`src/rtl/read_length_encoder_pkg.sv`:
```
// Shared bridge constants: peripheral width encodings, AHB sizes and the read FSM state type.
// Kept in step with the write-side length decoder so both paths agree on encodings.
package read_length_encoder_pkg;

   localparam logic [3:0] LEN_8  = 4'b0001;
   localparam logic [3:0] LEN_16 = 4'b0010;
   localparam logic [3:0] LEN_32 = 4'b0100;

   localparam logic [2:0] HSIZE_BYTE = 3'd0;
   localparam logic [2:0] HSIZE_HALF = 3'd1;
   localparam logic [2:0] HSIZE_WORD = 3'd2;

   typedef enum logic [1:0] {
      IDLE = 2'd0,
      BEAT = 2'd1,
      DONE = 2'd2
   } state_t;

   // Any size of word or larger is treated as a 4-byte AHB transfer.
   function automatic logic [2:0] ahb_bytes(input logic [2:0] hsize);
      case (hsize)
         HSIZE_BYTE: ahb_bytes = 3'd1;
         HSIZE_HALF: ahb_bytes = 3'd2;
         default:    ahb_bytes = 3'd4;
      endcase
   endfunction

endpackage

```
`src/rtl/read_length_encoder_beat_count_calc.sv`:
```
// Combinational beat planner: (HSIZE, SIGNAL_LENGTH) -> APB beat count and peripheral byte width.
// Unknown width encodings fall back to an 8-bit peripheral.
module beat_count_calc
   import read_length_encoder_pkg::*;
(
   input  logic [2:0] i_hsize,
   input  logic [3:0] i_sig_len,
   output logic [2:0] o_beats,
   output logic [2:0] o_pb
);

   logic [2:0] w_ab;

   assign w_ab = ahb_bytes(i_hsize);

   always_comb begin
      o_pb    = 3'd1;
      o_beats = 3'd1;
      case (i_sig_len)
         LEN_16:  o_pb = 3'd2;
         LEN_32:  o_pb = 3'd4;
         default: o_pb = 3'd1;
      endcase
      // A peripheral at least as wide as the AHB transfer always needs one beat.
      case (o_pb)
         3'd1:    o_beats = w_ab;
         3'd2:    o_beats = (w_ab == 3'd4) ? 3'd2 : 3'd1;
         default: o_beats = 3'd1;
      endcase
   end

endmodule

```
`src/rtl/read_length_encoder.sv`:
```
// Gathers 1/2/4 narrow APB read beats into one zero-extended little-endian 32-bit HRDATA word.
// Macro READ_ERR_ABORT_EN: when defined, a PSLVERR beat ends the read early with the bytes gathered so far.
module read_length_encoder
   import read_length_encoder_pkg::*;
(
   input  logic        HCLK,
   input  logic        HRESETn,
   input  logic        HReadReg,
   input  logic [2:0]  HSIZE,
   input  logic [3:0]  SIGNAL_LENGTH,
   input  logic        APB_DONE,
   input  logic [31:0] PRDATA,
   input  logic        PSLVERR,
   input  logic        HREADY,
   output logic        BEAT_REQ,
   output logic [1:0]  BEAT_IDX,
   output logic [31:0] HRDATA,
   output logic        HRDATA_VALID,
   output logic        HRESP_ERR
);

   state_t      r_state;
   state_t      w_next;
   logic [2:0]  r_beats;
   logic [2:0]  r_pb;
   logic [2:0]  r_keep;
   logic [1:0]  r_idx;
   logic [31:0] r_acc;
   logic        r_err;

   logic [2:0]  w_beats;
   logic [2:0]  w_pb;
   logic [2:0]  w_ab;
   logic        w_last;
   logic        w_abort;
   logic        w_beat_fire;
   logic [4:0]  w_shift;
   logic [31:0] w_mask;
   logic [31:0] w_lane;

   beat_count_calc u_calc (
      .i_hsize   (HSIZE),
      .i_sig_len (SIGNAL_LENGTH),
      .o_beats   (w_beats),
      .o_pb      (w_pb)
   );

   assign w_ab   = ahb_bytes(HSIZE);
   assign w_last = ({1'b0, r_idx} == (r_beats - 3'd1));

`ifdef READ_ERR_ABORT_EN
   assign w_abort = PSLVERR;
`else
   assign w_abort = 1'b0;
`endif

   always_ff @(posedge HCLK or negedge HRESETn) begin
      if (!HRESETn) r_state <= IDLE;
      else          r_state <= w_next;
   end

   always_comb begin
      w_next       = r_state;
      BEAT_REQ     = 1'b0;
      HRDATA_VALID = 1'b0;
      HRESP_ERR    = 1'b0;
      w_beat_fire  = 1'b0;
      case (r_state)
         IDLE: if (HReadReg) w_next = BEAT;
         BEAT: begin
            BEAT_REQ = 1'b1;
            if (APB_DONE) begin
               w_beat_fire = 1'b1;
               if (w_last || w_abort) w_next = DONE;
            end
         end
         DONE: begin
            HRDATA_VALID = 1'b1;
            HRESP_ERR    = r_err;
            if (HREADY) w_next = IDLE;
         end
         default: w_next = IDLE;
      endcase
   end

   // Byte lane of the current beat; r_keep trims a peripheral wider than the AHB transfer.
   always_comb begin
      w_shift = 5'd0;
      w_mask  = 32'hFFFF_FFFF;
      case (r_pb)
         3'd1:    w_shift = {r_idx, 3'b000};
         3'd2:    w_shift = {r_idx[0], 4'b0000};
         default: w_shift = 5'd0;
      endcase
      case (r_keep)
         3'd1:    w_mask = 32'h0000_00FF;
         3'd2:    w_mask = 32'h0000_FFFF;
         default: w_mask = 32'hFFFF_FFFF;
      endcase
   end

   assign w_lane = (PRDATA & w_mask) << w_shift;

   always_ff @(posedge HCLK or negedge HRESETn) begin
      if (!HRESETn) begin
         r_beats <= 3'd1;
         r_pb    <= 3'd1;
         r_keep  <= 3'd1;
         r_idx   <= 2'd0;
         r_acc   <= 32'd0;
         r_err   <= 1'b0;
      end else if (r_state == IDLE && HReadReg) begin
         r_beats <= w_beats;
         r_pb    <= w_pb;
         r_keep  <= (w_pb < w_ab) ? w_pb : w_ab;
         r_idx   <= 2'd0;
         r_acc   <= 32'd0;
         r_err   <= 1'b0;
      end else if (w_beat_fire) begin
         r_acc   <= r_acc | w_lane;
         r_idx   <= r_idx + 2'd1;
         r_err   <= r_err | PSLVERR;
      end
   end

   assign HRDATA   = r_acc;
   assign BEAT_IDX = r_idx;

endmodule

```
`config.mk`:
```
export PLATFORM = sky130hd
export DESIGN_NAME = read_length_encoder
export DESIGN_NICKNAME = d
export VERILOG_FILES = /design/src/rtl/read_length_encoder_pkg.sv /design/src/rtl/read_length_encoder_beat_count_calc.sv /design/src/rtl/read_length_encoder.sv
export SDC_FILE = /design/constraint.sdc
export NUM_CORES = 1
export LEC_CHECK = 0
export ABC_CLOCK_PERIOD_IN_PS = 5000
export BUFFER_PORTS_ARGS = -buffer_cell sky130_fd_sc_hd__buf_4
export CAP_MARGIN = 20
export CORE_UTILIZATION = 35
export CTS_CLUSTER_SIZE = 14
export DETAILED_ROUTE_END_ITERATION = 7
export GPL_TIMING_DRIVEN = 0
export PLACE_DENSITY = 0.64
export RECOVER_POWER = 50
export SLEW_MARGIN = 20
export SYNTH_ARGS = -nofsm -noshare
export SYNTH_HDL_FRONTEND = slang
export SYNTH_HIERARCHICAL = 1
export SYNTH_SLANG_ARGS = --single-unit
```
`constraint.sdc`:
```
create_clock -name HCLK -period 5 [get_ports HCLK]
set_input_delay 1 -clock HCLK [delete_from_list [all_inputs] [get_ports HCLK]]
set_output_delay 1 -clock HCLK [all_outputs]
set_load 0.05 [all_outputs]
```
# [Yosys cells after proc, flatten, opt, wreduce, memory -nomap -nowiden]
# Index checks and enable logic that the tools add are counted.
[op_classes] bitwise_logic=3 reduce_logical=5 n_addsub=2 eq_ne=17 n_mux=23 n_shift=1 order_cmp=1
[ops] op="32-bit two-way mux" n=2
[ops] op="32-bit one-hot mux with 2 select lines" n=1
[ops] op="32-bit AND" n=1
[ops] op="32-bit bitwise OR" n=1
[ops] op="32-bit by 5-bit left shift with 32-bit output" n=1
[ops] op="3-bit one-hot mux with 2 select lines" n=3
[ops] op="2-bit two-way mux" n=7
[ops] op="3-bit by 1-bit == test with 1-bit output (second input constant)" n=4
[ops] op="5-bit one-hot mux with 2 select lines" n=1
[ops] op="3-bit by 2-bit == test with 1-bit output (second input constant)" n=3
[ops] op="2-bit != test (second input constant)" n=4
[ops] op="1-bit two-way mux" n=7
[ops] op="2-bit one-hot mux with 3 select lines" n=1
[ops] op="4-bit by 2-bit == test with 1-bit output (second input constant)" n=1
[ops] op="4-bit by 3-bit == test with 1-bit output (second input constant)" n=1
[ops] op="4-bit AND reduction" n=1
[ops] op="2-bit by 3-bit == test with 1-bit output" n=1
[ops] op="3-bit == test (second input constant)" n=1
[ops] op="3-bit logical NOT" n=1
[ops] op="3-bit < comparator" n=1
[ops] op="3-bit two-way mux" n=1
[ops] op="3-bit by 1-bit subtractor with 3-bit output (second input constant)" n=1
[ops] op="2-bit by 1-bit adder with 2-bit output (second input constant)" n=1
[ops] op="2-bit by 1-bit == test with 1-bit output (second input constant)" n=1
[ops] op="5 further kinds" n=5
[totals] ff_bits=46 in_bits=45 word_cells=59 out_inout_bits=37

# [Depth between registers and ports, before layout]
[logic_depth] ltp_word=7 ltp_mapped=7 ltp_nobuf=7

# [Hierarchy]
# The synthesis kept the hierarchy.
[modules_own_cells] mod="read_length_encoder" instances=1 area_each_um2=2452.4 seq_area_each_um2=1154.9 cells_each=243
[modules_own_cells] mod="beat_count_calc" instances=1 area_each_um2=87.6 seq_area_each_um2=0.0 cells_each=11

# [Worst setup path after synthesis]
# Ideal clock, no wire load.
[synth_path] path_kind="flip-flop to output port" startpoint="register r_state[0]" endpoint="output HRESP_ERR" arrival_ps=1711 stages_incl_launch_ff=3 n_path_buf=0 path_slack_ps=2289 required_time_ps=4000 cell_sequence="dfrtp_1 > nor2b_1 > and2_1"
[synth_via] elab_chain_cells=2
[synth_lines] item="from (decl)" line="read_length_encoder.sv:22" text="state_t r_state;"
[synth_lines] item="from (signal assigned)" line="read_length_encoder.sv:59" text="else r_state <= w_next;"
[synth_lines] item="2-bit == test" line="read_length_encoder.sv:68" text="case (r_state)"
[synth_lines] item="1-bit two-way mux" line="read_length_encoder.sv:68"
[synth_lines] item="to (decl)" line="read_length_encoder.sv:19" text="output logic HRESP_ERR"
# No other way between the ends.

==> results_dict.tcl <==
set metrics [dict create \
    status "finished, violations left" \
    violations "max-capacitance violations, max-slew violations" \
    io_buffers 81 \
    yosysWarnings 6 \
    async_flop_share 1.00 \
    grt_pass1_vias 2234 \
    rsz0062_at_grt "false" \
    grt_overflow 0 \
    dpl_worst_slack_ns 2.24 \
    tritoncts "yes" \
    root_buffer "clkbuf_8" \
    synth_top_family_by_area "simple AND/OR/NAND/NOR gates" \
    final_layout_size_suffix_gt1_frac 0.292 \
    layout_setup_ws_ns 2.17 \
    cp_max_fo 46 \
    die_h_um 87.2 \
    htree_levels 2 \
    placed_cells 431 \
    powerDensity_nw_per_um2 708 \
    crit_path_end_kind "asynchronous set/reset pin" \
    synth_common_cells "43 x dfrtp_1, 37 x nand2_1, 17 x mux2i_1, 16 x o221ai_1, 15 x nor3_1" \
    path_buf_inv 1 \
    hold_ws_ns 0.490 \
    cp_top_family "buffers and inverters" \
    diodes 0 \
    drv_slew 47 \
    cp.required_ns 4.90 \
    ant_nets 0 \
    maxCapViolCount 1 \
    leakage_nw 1.52 \
    synthTopCellsByArea "dfrtp_1 42%, mux2i_1 6.7%, o221ai_1 5.5%" \
    post_cts_resize_count 0 \
    muxShareOfSynthArea 0.0670 \
    cp-start-kind "input pin" \
    synth_edf_count 0 \
    ir_drop_mv 0.187 \
    hold_buffers 0 \
    finalPower_mw 2.35 \
    crit_arrival_ns 2.73 \
    synthSimpleGateAreaFrac 0.205 \
    hold_viol 0 \
    path_clk_slew_ns 0.09 \
    syn2layout_area_growth_pct 30.6 \
    reg2reg_to "HRDATA[19]" \
    cpMaxStageDelayCell "clkbuf_1" \
    ios 82 \
    synth.most_common_cell "dfrtp_1" \
    fin_skew_ns 0.0106 \
    slew_headroom -0.627 \
    place.gp.congestion 0.787 \
    die_area_um2 7600 \
    synth_fa_ha_area_frac 0.0148 \
    synth-seq-cells 46 \
    mappedNetlistNets 302 \
    critPathKind "in -> async" \
    fin_cells 439 \
    r2r_start "r_pb[0]" \
    rr_worst_depth 5 \
    min_period_over_period 0.566 \
    tns_ns 0 \
    clock_path_buffers 2 \
    viasPerCell 5.18 \
    holdPathStages 2 \
    grt_pass1_wl_um 11000 \
    setup_viol 0 \
    synth_xor_xnor_area_share 0.0241 \
    netlist_instances 254 \
    synth_ff_type "dfrtp_1" \
    worstHoldEndpoint "r_pb[0]" \
    cts.sinks 46 \
    synth_top_area_share 0.424 \
    syn_area_um2 2540 \
    antenna_found_initial 0 \
    vias 2275 \
    start_util 0.368 \
    grtUsageTotal 0.189 \
    synth_compound_area_frac 0.179 \
    drt-total-wl_um 6850 \
    synth_cell_types 45 \
    seq_area_frac_synth 0.455 \
    cp.depth 1 \
    first_iter_violations 155 \
    final_net_count 390 \
    min_from "r_pb[0]" \
    worst_path_largest_cell_delay_ns 1.70 \
    dr.pass1.iters 4 \
    synth_area_leader_cell "dfrtp_1" \
    dp_hpwl_um 5180 \
    wire_per_inst_um 15.6 \
    worst_pin_slew_ns 2.44 \
    fin_crit_ns 2.83 \
    clock_latency_ns 0.30 \
    fp.coreArea_um2 6910 \
    clock.fmax_ghz 0.354 \
    avgSynthCellArea_um2 10.0 \
    cts_buffers 5 \
    crit_chain "clkbuf_1" \
    core.rowCount 30 \
    worst-r2r-setup-slack_ns 2.95 \
    grt_max_degree 47 \
    chipWidth_um 87.2 \
    min_path_type "reg -> reg" \
    cts_setup_buffers 0 \
    drc 0 \
]
==> state kept, by name, indices dropped and copies added, names as in the netlist <==
register and count:
r_err 1, BEAT_IDX 2, r_state 2, r_pb 3, r_beats 3, r_keep 3, HRDATA 32
==> final cells by class <==
type	instances	area [um2]
inverters	13	48.8
clock buffers	6	82.6
fillers	708	3590
repair buffers	81	571
flip-flops and latches	46	1150
well taps	96	120
clock inverters	2	12.5
multi-input cells	179	1240
plain buffers	16	83.8
==> worst register-to-register path, stage by stage (launching register included) <==
cell and delay [ns]:
dfstp_2 0.56, and4bb_1 0.22, o21ai_2 0.40, or2_2 0.20, clkbuf_1 0.35, o221ai_1 0.18
==> stage by stage <==
stage                util  area, um2
floorplan               -       2540
global placement    0.473       3270
detailed placement  0.473       3270
CTS                 0.487       3360
global route        0.480       3320
finish              0.480       3320
==> cell families (layout without fill, tap and decap cells) <==
| family | Yosys count | after routing |
|---|---|---|
| simple gates | 92 | 92 |
| buf+inv | 29 | 118 |
| compound gates | 60 | 60 |
| flops | 46 | 46 |
| xor+xnor | 7 | 7 |
| mux | 17 | 17 |
| fa+ha+maj | 3 | 3 |
==> placed cells by master (no fill, tap or decap), drive strengths merged, types with 2 or more instances in the layout <==
| cell | Yosys | layout |
|---|---|---|
| xnor2 | 4 | 4 |
| o21a | 11 | 11 |
| ha | 3 | 3 |
| o221ai | 16 | 16 |
| dfstp | 3 | 3 |
| clkbuf | 11 | 28 |
| a221oi | 8 | 8 |
| o21ai | 7 | 7 |
| xor2 | 3 | 3 |
| nand2 | 37 | 37 |
| and4bb | 3 | 3 |
| nor4b | 2 | 2 |
| o211ai | 2 | 2 |
| and2 | 2 | 2 |
| inv | 13 | 13 |
| dfrtp | 43 | 43 |
| nor2b | 10 | 10 |
| a21oi | 5 | 5 |
| nor2 | 10 | 10 |
| buf | 5 | 75 |
| nor3 | 17 | 17 |
| a22oi | 8 | 8 |
| mux2i | 17 | 17 |
| nand4 | 2 | 2 |
==> how the worst max path moves through the flow <==
stage	from	endpoint	slack [ns]
after floorplan	r_state[0]	HRESP_ERR	2.29
after global placement	SIGNAL_LENGTH[3]	r_keep[1]	2.29
after detailed placement	SIGNAL_LENGTH[3]	r_keep[1]	2.24
after CTS	SIGNAL_LENGTH[3]	r_keep[1]	2.53
after global routing	HRESETn	r_pb[2]	1.63
final	HRESETn	r_beats[2]	2.17
==> per-layer routing <==
| metal | wire [um] | share of wire | up-vias | global-route usage |
|---|---|---|---|---|
| met1 | 3050 | 0.44 | 1087 | 0.249 |
| met2 | 3350 | 0.49 | 81 | 0.324 |
| met4 | 103 | 0.015 | 0 | 0.0447 |
| met5 | 0 | 0 | - | 0 |
| li1 | - | - | 1100 | - |
| met3 | 344 | 0.050 | 7 | 0.0322 |
==> power breakdown <==
part	leakage (nW)	switching (mW)	total [mW]	internal [mW]
sequential	0.567	0.124	0.675	0.551
combinational	0.907	0.937	1.43	0.497
clock	0.0472	0.128	0.240	0.111
total	1.52	1.19	2.35	1.16
Power figures use the tool's default switching activity.
